<file path="src/rtl/fetch_unit_if.sv">
// ============================================================================
// Module  : fetch_unit_if
// Brief   : Fetch-stage bundle: I-cache read/resp, redirect input, IF/ID output.
// Revision: 1.0 - initial release
// ============================================================================
`timescale 1ns/1ps
`default_nettype none

interface fetch_unit_if;
    logic        imem_read;
    logic [31:0] imem_address;
    logic [31:0] imem_rdata;
    logic        imem_resp;
    logic        redirect_valid;
    logic [31:0] redirect_pc;
    logic        ready_in;
    logic        valid_out;
    logic [31:0] instr_out;
    logic [31:0] pc_out;
    logic [31:0] pc_4_out;
    logic        misalign_err;

    // master: the fetch unit itself; slave: cache + pipeline side
    modport master (
        output imem_read, imem_address, valid_out, instr_out, pc_out, pc_4_out, misalign_err,
        input  imem_rdata, imem_resp, redirect_valid, redirect_pc, ready_in
    );

    modport slave (
        input  imem_read, imem_address, valid_out, instr_out, pc_out, pc_4_out, misalign_err,
        output imem_rdata, imem_resp, redirect_valid, redirect_pc, ready_in
    );
endinterface

`default_nettype wire

</file>
<file path="src/rtl/fetch_unit.sv">
// ============================================================================
// Module  : fetch_unit
// Brief   : Instruction fetch stage with one-entry output buffer and redirect
//           handling across an outstanding I-cache read.
//           Optional: FETCH_ALIGN_CHECK_EN (force-align redirects, sticky flag).
// Revision: 1.0 - initial release
// ============================================================================
`timescale 1ns/1ps
`default_nettype none

module fetch_unit #(
    parameter logic [31:0] RESET_PC = 32'h0000_0060
) (
    input  wire logic    clk,
    input  wire logic    rst,
    fetch_unit_if.master bus
);

    localparam logic [31:0] C_NOP = 32'h0000_0013;

    typedef enum logic [1:0] {
        IDLE = 2'd0,
        REQ  = 2'd1,
        DROP = 2'd2
    } state_t;

    state_t      r_state;
    logic [31:0] r_fetch_pc;
    logic [31:0] r_pend_pc;
    logic        r_buf_valid;
    logic [31:0] r_buf_instr;
    logic [31:0] r_buf_pc;

    logic        w_redir;
    logic [31:0] w_redir_pc;
    logic        w_consume;

    assign w_redir   = bus.redirect_valid;
    assign w_consume = r_buf_valid && bus.ready_in && !w_redir;

`ifdef FETCH_ALIGN_CHECK_EN
    logic r_misalign;

    assign w_redir_pc = {bus.redirect_pc[31:2], 2'b00};

    always_ff @(posedge clk) begin
        if (rst) begin
            r_misalign <= 1'b0;
        end else if (w_redir && (bus.redirect_pc[1:0] != 2'b00)) begin
            r_misalign <= 1'b1;
        end
    end

    assign bus.misalign_err = r_misalign;
`else
    assign w_redir_pc       = bus.redirect_pc;
    assign bus.misalign_err = 1'b0;
`endif

    always_ff @(posedge clk) begin
        if (rst) begin
            r_state     <= IDLE;
            r_fetch_pc  <= RESET_PC;
            r_pend_pc   <= 32'd0;
            r_buf_valid <= 1'b0;
            r_buf_instr <= 32'd0;
            r_buf_pc    <= 32'd0;
        end else begin
            // A redirect kills the buffered word regardless of state
            if (w_redir) begin
                r_buf_valid <= 1'b0;
            end

            case (r_state)
                IDLE: begin
                    if (w_redir) begin
                        r_fetch_pc <= w_redir_pc;
                        r_state    <= REQ;
                    end else if (!r_buf_valid || w_consume) begin
                        r_buf_valid <= 1'b0;
                        r_state     <= REQ;
                    end
                end

                REQ: begin
                    if (bus.imem_resp) begin
                        if (w_redir) begin
                            r_fetch_pc <= w_redir_pc;
                        end else begin
                            r_buf_instr <= bus.imem_rdata;
                            r_buf_pc    <= r_fetch_pc;
                            r_buf_valid <= 1'b1;
                            r_fetch_pc  <= r_fetch_pc + 32'd4;
                            r_state     <= IDLE;
                        end
                    end else if (w_redir) begin
                        // Address must stay stable until the stale read completes
                        r_pend_pc <= w_redir_pc;
                        r_state   <= DROP;
                    end
                end

                DROP: begin
                    if (w_redir) begin
                        r_pend_pc <= w_redir_pc;
                    end
                    if (bus.imem_resp) begin
                        r_fetch_pc <= w_redir ? w_redir_pc : r_pend_pc;
                        r_state    <= REQ;
                    end
                end

                default: begin
                    r_state <= IDLE;
                end
            endcase
        end
    end

    assign bus.imem_read    = (r_state == REQ) || (r_state == DROP);
    assign bus.imem_address = r_fetch_pc;
    assign bus.valid_out    = r_buf_valid;
    assign bus.instr_out    = r_buf_valid ? r_buf_instr : C_NOP;
    assign bus.pc_out       = r_buf_pc;
    assign bus.pc_4_out     = r_buf_pc + 32'd4;

endmodule

`default_nettype wire
</file>
<file path="src/flat_wrapper.sv">
// flat-port wrapper written by rule: the top's interface ports become plain ports
module fetch_unit_flat 
#(
    parameter logic [31:0] RESET_PC = 32'h0000_0060
)
  (clk, rst, bus_imem_read, bus_imem_address, bus_valid_out, bus_instr_out, bus_pc_out, bus_pc_4_out, bus_misalign_err, bus_imem_rdata, bus_imem_resp, bus_redirect_valid, bus_redirect_pc, bus_ready_in);
  fetch_unit_if bus_i ();
  input  wire logic clk;
  input  wire logic rst;
  output wire logic [$bits(bus_i.imem_read)-1:0] bus_imem_read;
  output wire logic [$bits(bus_i.imem_address)-1:0] bus_imem_address;
  output wire logic [$bits(bus_i.valid_out)-1:0] bus_valid_out;
  output wire logic [$bits(bus_i.instr_out)-1:0] bus_instr_out;
  output wire logic [$bits(bus_i.pc_out)-1:0] bus_pc_out;
  output wire logic [$bits(bus_i.pc_4_out)-1:0] bus_pc_4_out;
  output wire logic [$bits(bus_i.misalign_err)-1:0] bus_misalign_err;
  input wire logic [$bits(bus_i.imem_rdata)-1:0] bus_imem_rdata;
  input wire logic [$bits(bus_i.imem_resp)-1:0] bus_imem_resp;
  input wire logic [$bits(bus_i.redirect_valid)-1:0] bus_redirect_valid;
  input wire logic [$bits(bus_i.redirect_pc)-1:0] bus_redirect_pc;
  input wire logic [$bits(bus_i.ready_in)-1:0] bus_ready_in;
  assign bus_imem_read = bus_i.imem_read;
  assign bus_imem_address = bus_i.imem_address;
  assign bus_valid_out = bus_i.valid_out;
  assign bus_instr_out = bus_i.instr_out;
  assign bus_pc_out = bus_i.pc_out;
  assign bus_pc_4_out = bus_i.pc_4_out;
  assign bus_misalign_err = bus_i.misalign_err;
  assign bus_i.imem_rdata = bus_imem_rdata;
  assign bus_i.imem_resp = bus_imem_resp;
  assign bus_i.redirect_valid = bus_redirect_valid;
  assign bus_i.redirect_pc = bus_redirect_pc;
  assign bus_i.ready_in = bus_ready_in;
  fetch_unit #(.RESET_PC(RESET_PC)) u_core (.clk(clk), .rst(rst), .bus(bus_i));
endmodule
</file>
<file path="config.mk">
export PLATFORM = sky130hd
export DESIGN_NAME = fetch_unit_flat
export DESIGN_NICKNAME = d
export VERILOG_FILES = /design/src/rtl/fetch_unit_if.sv /design/src/rtl/fetch_unit.sv /design/src/flat_wrapper.sv
export SDC_FILE = /design/constraint.sdc
export NUM_CORES = 1
export LEC_CHECK = 0
export CAP_MARGIN = 20
export CORE_ASPECT_RATIO = 0.7
export CORE_MARGIN = 2
export CORE_UTILIZATION = 52
export CTS_CLUSTER_DIAMETER = 60
export DETAILED_ROUTE_END_ITERATION = 7
export PLACE_DENSITY_LB_ADDON = 0.3
export SLEW_MARGIN = 20
export SYNTH_ARGS = -nofsm -noshare
export SYNTH_HDL_FRONTEND = slang
export SYNTH_SLANG_ARGS = --single-unit
</file>
<file path="constraint.sdc">
create_clock -name clk -period 4 [get_ports clk]
set_clock_uncertainty 0.2 [all_clocks]
set_input_delay 0.6 -clock clk [delete_from_list [all_inputs] [get_ports clk]]
set_output_delay 0.6 -clock clk [all_outputs]
set_load 0.005 [all_outputs]
</file>
Word-level counts from Yosys, hierarchy flattened
Cells that the tools add are included.

$add $sub $neg: 2. Multiply operators: 0. Div/mod/pow operators: 0. $lt $le $gt $ge: 0. Equality and inequality tests: 9. Shift-type cells: 0. Muxes and demuxes: 22. Bitwise operators: 1. Reduce and logical (&&, ||, !) cells: 13.

Operators by type and width (count): $mux 32 (7); $pmux 32 s3 (1); $add 32x3->32 const B (2); $pmux 32 s2 (1); $mux 2 (6); $ne 2x2->1 const B (4); $reduce_and 4->1 (2); $ne 3x3->1 const B (2); $pmux 2 s3 (1); $mux 1 (5); $ne 3x2->1 const B (1); $reduce_and 3->1 (1); $reduce_bool 3->1 (1); $eq 2x1->1 const B (1); $eq 2x2->1 const B (1); $logic_and 1x1->1 (2); $logic_not 1->1 (2); $logic_not 2->1 (1); $logic_or 1x1->1 (2); $pmux 1 s2 (1); $reduce_and 2->1 (1); $reduce_bool 2->1 (1); $not 1->1 (1).

Register bits: 131. Bits in latches: 0. RAM bits: 0. Bits in read-only memories: 0. Input port bits: 69. Output and inout port bits: 131. Logic and storage cells: 53. Memories kept: 0.

Depth between registers and ports, before layout
Word-level depth: 6. Gate-level depth with buffers: 10.

Worst setup path before layout
No wires, ideal clock.

Path type: input to register. From: in bus_imem_resp. To: reg u_core.r_fetch_pc[20] (netlist: u_core.bus.imem_address[20]). Arrival time: 2.068 ns. Slack: 1.637 ns. Stages: 6. Path buffers: 2. Cell sequence: buf_2 -> nor2b_1 -> or4b_1 -> buf_2 -> or4_1 -> o311ai_1.

Cells in the longest elaborated chain, start to end: 2.

Ends and longest elaborated chain: from (decl) (line flat_wrapper.sv:18) `input wire logic [$bits(bus_i.imem_resp)-1:0] bus_imem_resp;`; $ne 2x2->1 (no line); $reduce_and 4->1 (no line) (*); to (signal assigned) (line fetch_unit.sv:77) `r_fetch_pc <= w_redir_pc;`; to (signal assigned) (line fetch_unit.sv:88) `r_fetch_pc <= w_redir_pc;`; to (signal assigned) (line fetch_unit.sv:93) `r_fetch_pc <= r_fetch_pc + 32'd4;`; to (decl) (line fetch_unit.sv:28) `logic [31:0] r_fetch_pc;`.

Mark *: on every way between the ends. The rest lies on a longest branch, timed or not. A chain may end at the register's enable or synchronous reset.

Final worst setup path
From: reg u_core.r_buf_pc[2] (netlist: u_core.bus.pc_out[2]). To: out bus_pc_4_out[26].

Cells in the longest elaborated chain, start to end: 1.

Ends and longest elaborated chain: from (decl) (line fetch_unit.sv:32) `logic [31:0] r_buf_pc;`; from (signal assigned) (line fetch_unit.sv:91) `r_buf_pc <= r_fetch_pc;`; $add 32x3->32 (line fetch_unit.sv:125) `assign bus.pc_4_out = r_buf_pc + 32'd4;`; to (decl) (line flat_wrapper.sv:15) `output wire logic [$bits(bus_i.pc_4_out)-1:0] bus_pc_4_out;`.

No other way between the ends.

==> results.yml <==
critical_path:
  cp_data_arrival_time_ns: 2.72
  worstReg2RegStart: "u_core.r_state[1]$_SDFFE_PP0P_"
  critical-path-max-stage-delay_ns: 0.53
  critPathRequiredTime_ns: 3.20
  worstPathMaxFanout: 6
  critPathTopFamily: "simple AND/OR/NAND/NOR gates"
  crit_slowest_cell: "sky130_fd_sc_hd__clkdlybuf4s50_1"
  worst-r2r-setup-slack_ns: 1.25
  timing.critical_path.cells: "ha_1 -> nand3_1 -> nor2_1 -> and2_0 -> and3_1 -> xor2_1 -> clkdlybuf4s50_1"
  crit_buf_inv: 1
  critPathKind: "reg -> out"
  rr_endpoint: "u_core.bus.imem_address[20]$_SDFFE_PP0P_"
  critPathCaptureType: "output pin"
  worst-r2r-cell-count: 6
  worstSetupStartpointType: "flip-flop"
synth:
  synth_largest_type_area_fraction_pct: 38.91
  synth_area_leader_cell: "sky130_fd_sc_hd__dfxtp_1"
  synth.net_count: 980
  share_of_the_synthesized_area_in_compound_gates_ao_oa_aoi_oai_pct: 19.70
  syn_inst: 904
  ys_ff_latch: 131
  syn_avg_cell_area_um2: 7.456
  asyncSetResetFlopFracSynth_pct: 0
  ys_types: 62
  synth-adder-area-share_pct: 1.299
  synth_simple_gate_area_share_pct: 29.50
  synth_top_family_by_area: "simple AND/OR/NAND/NOR gates"
  synth_mux_area_share_pct: 0.8910
  netlist_top_cells_area: "sky130_fd_sc_hd__dfxtp_1 (39%), sky130_fd_sc_hd__nand2_1 (13%), sky130_fd_sc_hd__a21oi_1 (8.0%)"
  ys_dominant_reg_cell: "sky130_fd_sc_hd__dfxtp_1"
  synth_most_common_cell: "sky130_fd_sc_hd__nand2_1"
  synthesis.area_um2: 6740
  synth-warning-count: 0
  ys_seq_area_share_pct: 38.91
  synth_commonest_cells: "sky130_fd_sc_hd__nand2_1 (233), sky130_fd_sc_hd__dfxtp_1 (131), sky130_fd_sc_hd__a21oi_1 (108)"
  synth_edf_count: 0
  synth_xor_area_share_pct: 4.808
clocking:
  hold_buffers: 0
  cts_buffer_depth: 2
  cts_setup_buffers: 0
  cts_inserted_buffers: 17
  clkLatencyLatePin_ns: 0.42
  post_cts_resize_count: 0
  clock_tree.root_cell: "sky130_fd_sc_hd__clkbuf_16"
  htree_levels: 4
  clk_transition_reported_paths_ns: 0.06
  cts_sinks: 131
  tritoncts: "done"
final_layout:
  layout-drive-gt1-share_pct: 5.985
  final_util_pct: 74.97
  area_growth_pct: 39.58
  nNetsFinal: 1149
  finish.instance_area_um2: 9408
  n_antenna_cell: 0
  instances_no_fill: 1248
route:
  num_vias: 7258
  drtAntennaViolNets: 0
  routedWlPerCell_um: 16.68
  drc_errors: 17
  violation_count_after_the_first_detailed_routing_iteration: 688
  postRouteWirelength_mm: 20.81
  first_pass_iters: 8
  vias_per_cell: 5.816
floorplan:
  floorplan.io_pins: 200
  rows: 34
  initial_utilization_pct: 53.71
  dieArea_um2: 13900
  coreArea_um2: 12550
  width_of_the_die_um: 140.1
  die-height_um: 99.26
worst_hold_path:
  worst_hold_path_startpoint: "u_core.r_buf_instr[3]$_SDFFE_PP0P_"
  worstHoldPathType: "reg -> reg"
  hold-path-cell-count: 2
  timing.hold.worst_endpoint: "u_core.r_buf_instr[3]$_SDFFE_PP0P_"
placed_design:
  post-dp-hpwl_mm: 14.76
  placed_cell_area_um2: 8798
  place_ws_ns: 0.9019
  numPlacedInstances: 1216
  gp_routability_congestion: 0.8542
  place.port_buffers: 198
run:
  max_cap_violations: 0
timing:
  finalCritPeriodShare_pct: 88.02
  fin_crit_ns: 3.521
  layout_setup_ws_ns: 0.4791
  worst_pin_slew_ns: 0.8698
  timing.setup.tns_ns: 0
  grt_setup_unrepaired: "false"
  holdWs_ns: 0.2468
  finalSetupViolCount: 0
  drv_slew: 0
  maxSlewHeadroom_pct: 42.01
  top_achievable_clock_speed_mhz: 284.0
  hold_violations: 0
grt:
  remaining_global_route_overflow: 0
  grt_start_max_net_pins: 83
  grt_antenna_before_repair: 0
  grt.total_usage_pct: 29.39
  grt_pass1_wl_mm: 32.86
  first_global_vias: 6443
power:
  design_power_total_mw: 4.177
  irDropWorstVdd_mv: 0.3309
  power.static_leakage_nw: 3.262
  power_density_nw_per_um2: 444.0
run_status:
  run_status: "finished, violations left"
  violations_in_the_final_reports: "DRC"
[flip-flops by register name, summed over array words and instances, names as in the netlist]
register,count
u_core.r_state,2
u_core.r_buf_instr,32
u_core.bus.pc_out,32
u_core.r_pend_pc,32
u_core.bus.valid_out,1
u_core.bus.imem_address,32
[final cells by class]
class                      count  area (µm²)
multi-input combinational    693        3799
fill                        1005        3142
sequential                   131        2624
timing repair buffer         218        2130
clock buffer                  17       425.4
tap                          162       202.7
clock inverter                15       182.7
inverter                      12       45.04
[cells in the final DEF, fill, tap and decap left out, types with 5 or more instances in the layout]
cell / instances
sky130_fd_sc_hd__nand2_1: 232
sky130_fd_sc_hd__clkdlybuf4s50_1: 197
sky130_fd_sc_hd__dfxtp_1: 130
sky130_fd_sc_hd__a21oi_1: 107
sky130_fd_sc_hd__nor2_1: 49
sky130_fd_sc_hd__and2_1: 33
sky130_fd_sc_hd__o21ai_0: 29
sky130_fd_sc_hd__nand3_1: 27
sky130_fd_sc_hd__xnor2_1: 27
sky130_fd_sc_hd__buf_4: 21
sky130_fd_sc_hd__nor3_1: 20
sky130_fd_sc_hd__clkbuf_16: 17
sky130_fd_sc_hd__inv_1: 12
sky130_fd_sc_hd__nand4_1: 11
sky130_fd_sc_hd__a221o_1: 11
sky130_fd_sc_hd__a221oi_1: 11
sky130_fd_sc_hd__xor2_1: 10
sky130_fd_sc_hd__and3_1: 9
sky130_fd_sc_hd__a31oi_1: 9
sky130_fd_sc_hd__o22ai_1: 7
sky130_fd_sc_hd__a22o_1: 7
sky130_fd_sc_hd__ha_1: 7
sky130_fd_sc_hd__mux2i_1: 6
sky130_fd_sc_hd__or3_1: 5
sky130_fd_sc_hd__o221ai_1: 5
[per-layer routing]
metal	up-vias	GRT usage (%)	share of wire, %
met5	-	0.3509	0
met4	0	8.159	1.2
met1	3370	41.34	44
met3	27	6.307	9.7
met2	379	46.00	45
li1	3482	-	-
[kinds of logic after synthesis]
logic type | after synthesis
XOR/XNOR | 37
buffers and inverters | 80
AND/OR/NAND/NOR | 428
flip-flops | 131
multiplexers | 6
AO/OA/AOI/OAI | 214
adder cells (fa/ha/maj) | 7
other | 1
[worst reg2reg max path, cell delays in order (launching register included)]
cell                       delay [ns]
sky130_fd_sc_hd__dfxtp_1         0.35
sky130_fd_sc_hd__inv_1           0.10
sky130_fd_sc_hd__ha_1            0.50
sky130_fd_sc_hd__nand2b_4        0.17
sky130_fd_sc_hd__or4b_1          0.70
sky130_fd_sc_hd__or4_1           0.56
sky130_fd_sc_hd__o311ai_1        0.08
[worst max path at each step]
| stage | from | cells after the start | endpoint |
|---|---|---|---|
| after floorplan | bus_imem_resp | 6 | u_core.bus.imem_address[20]$_SDFFE_PP0P_ |
| after detailed placement | u_core.bus.pc_out[2]$_SDFFE_PP0P_ | 7 | bus_pc_4_out[26] |
| after global routing | u_core.bus.pc_out[2]$_SDFFE_PP0P_ | 7 | bus_pc_4_out[26] |
| after global placement | bus_redirect_valid | 5 | u_core.bus.imem_address[20]$_SDFFE_PP0P_ |
| final | u_core.bus.pc_out[2]$_SDFFE_PP0P_ | 7 | bus_pc_4_out[26] |
| after CTS | u_core.bus.pc_out[2]$_SDFFE_PP0P_ | 7 | bus_pc_4_out[26] |
[power breakdown]
| group | total (mW) | internal, mW | switching, mW |
|---|---|---|---|
| clock network | 1.58 | 0.985 | 0.599 |
| registers | 1.63 | 1.43 | 0.203 |
| logic | 0.959 | 0.467 | 0.492 |
| total | 4.18 | 2.88 | 1.29 |
Note: power is estimated with default switching activity, not from simulation.
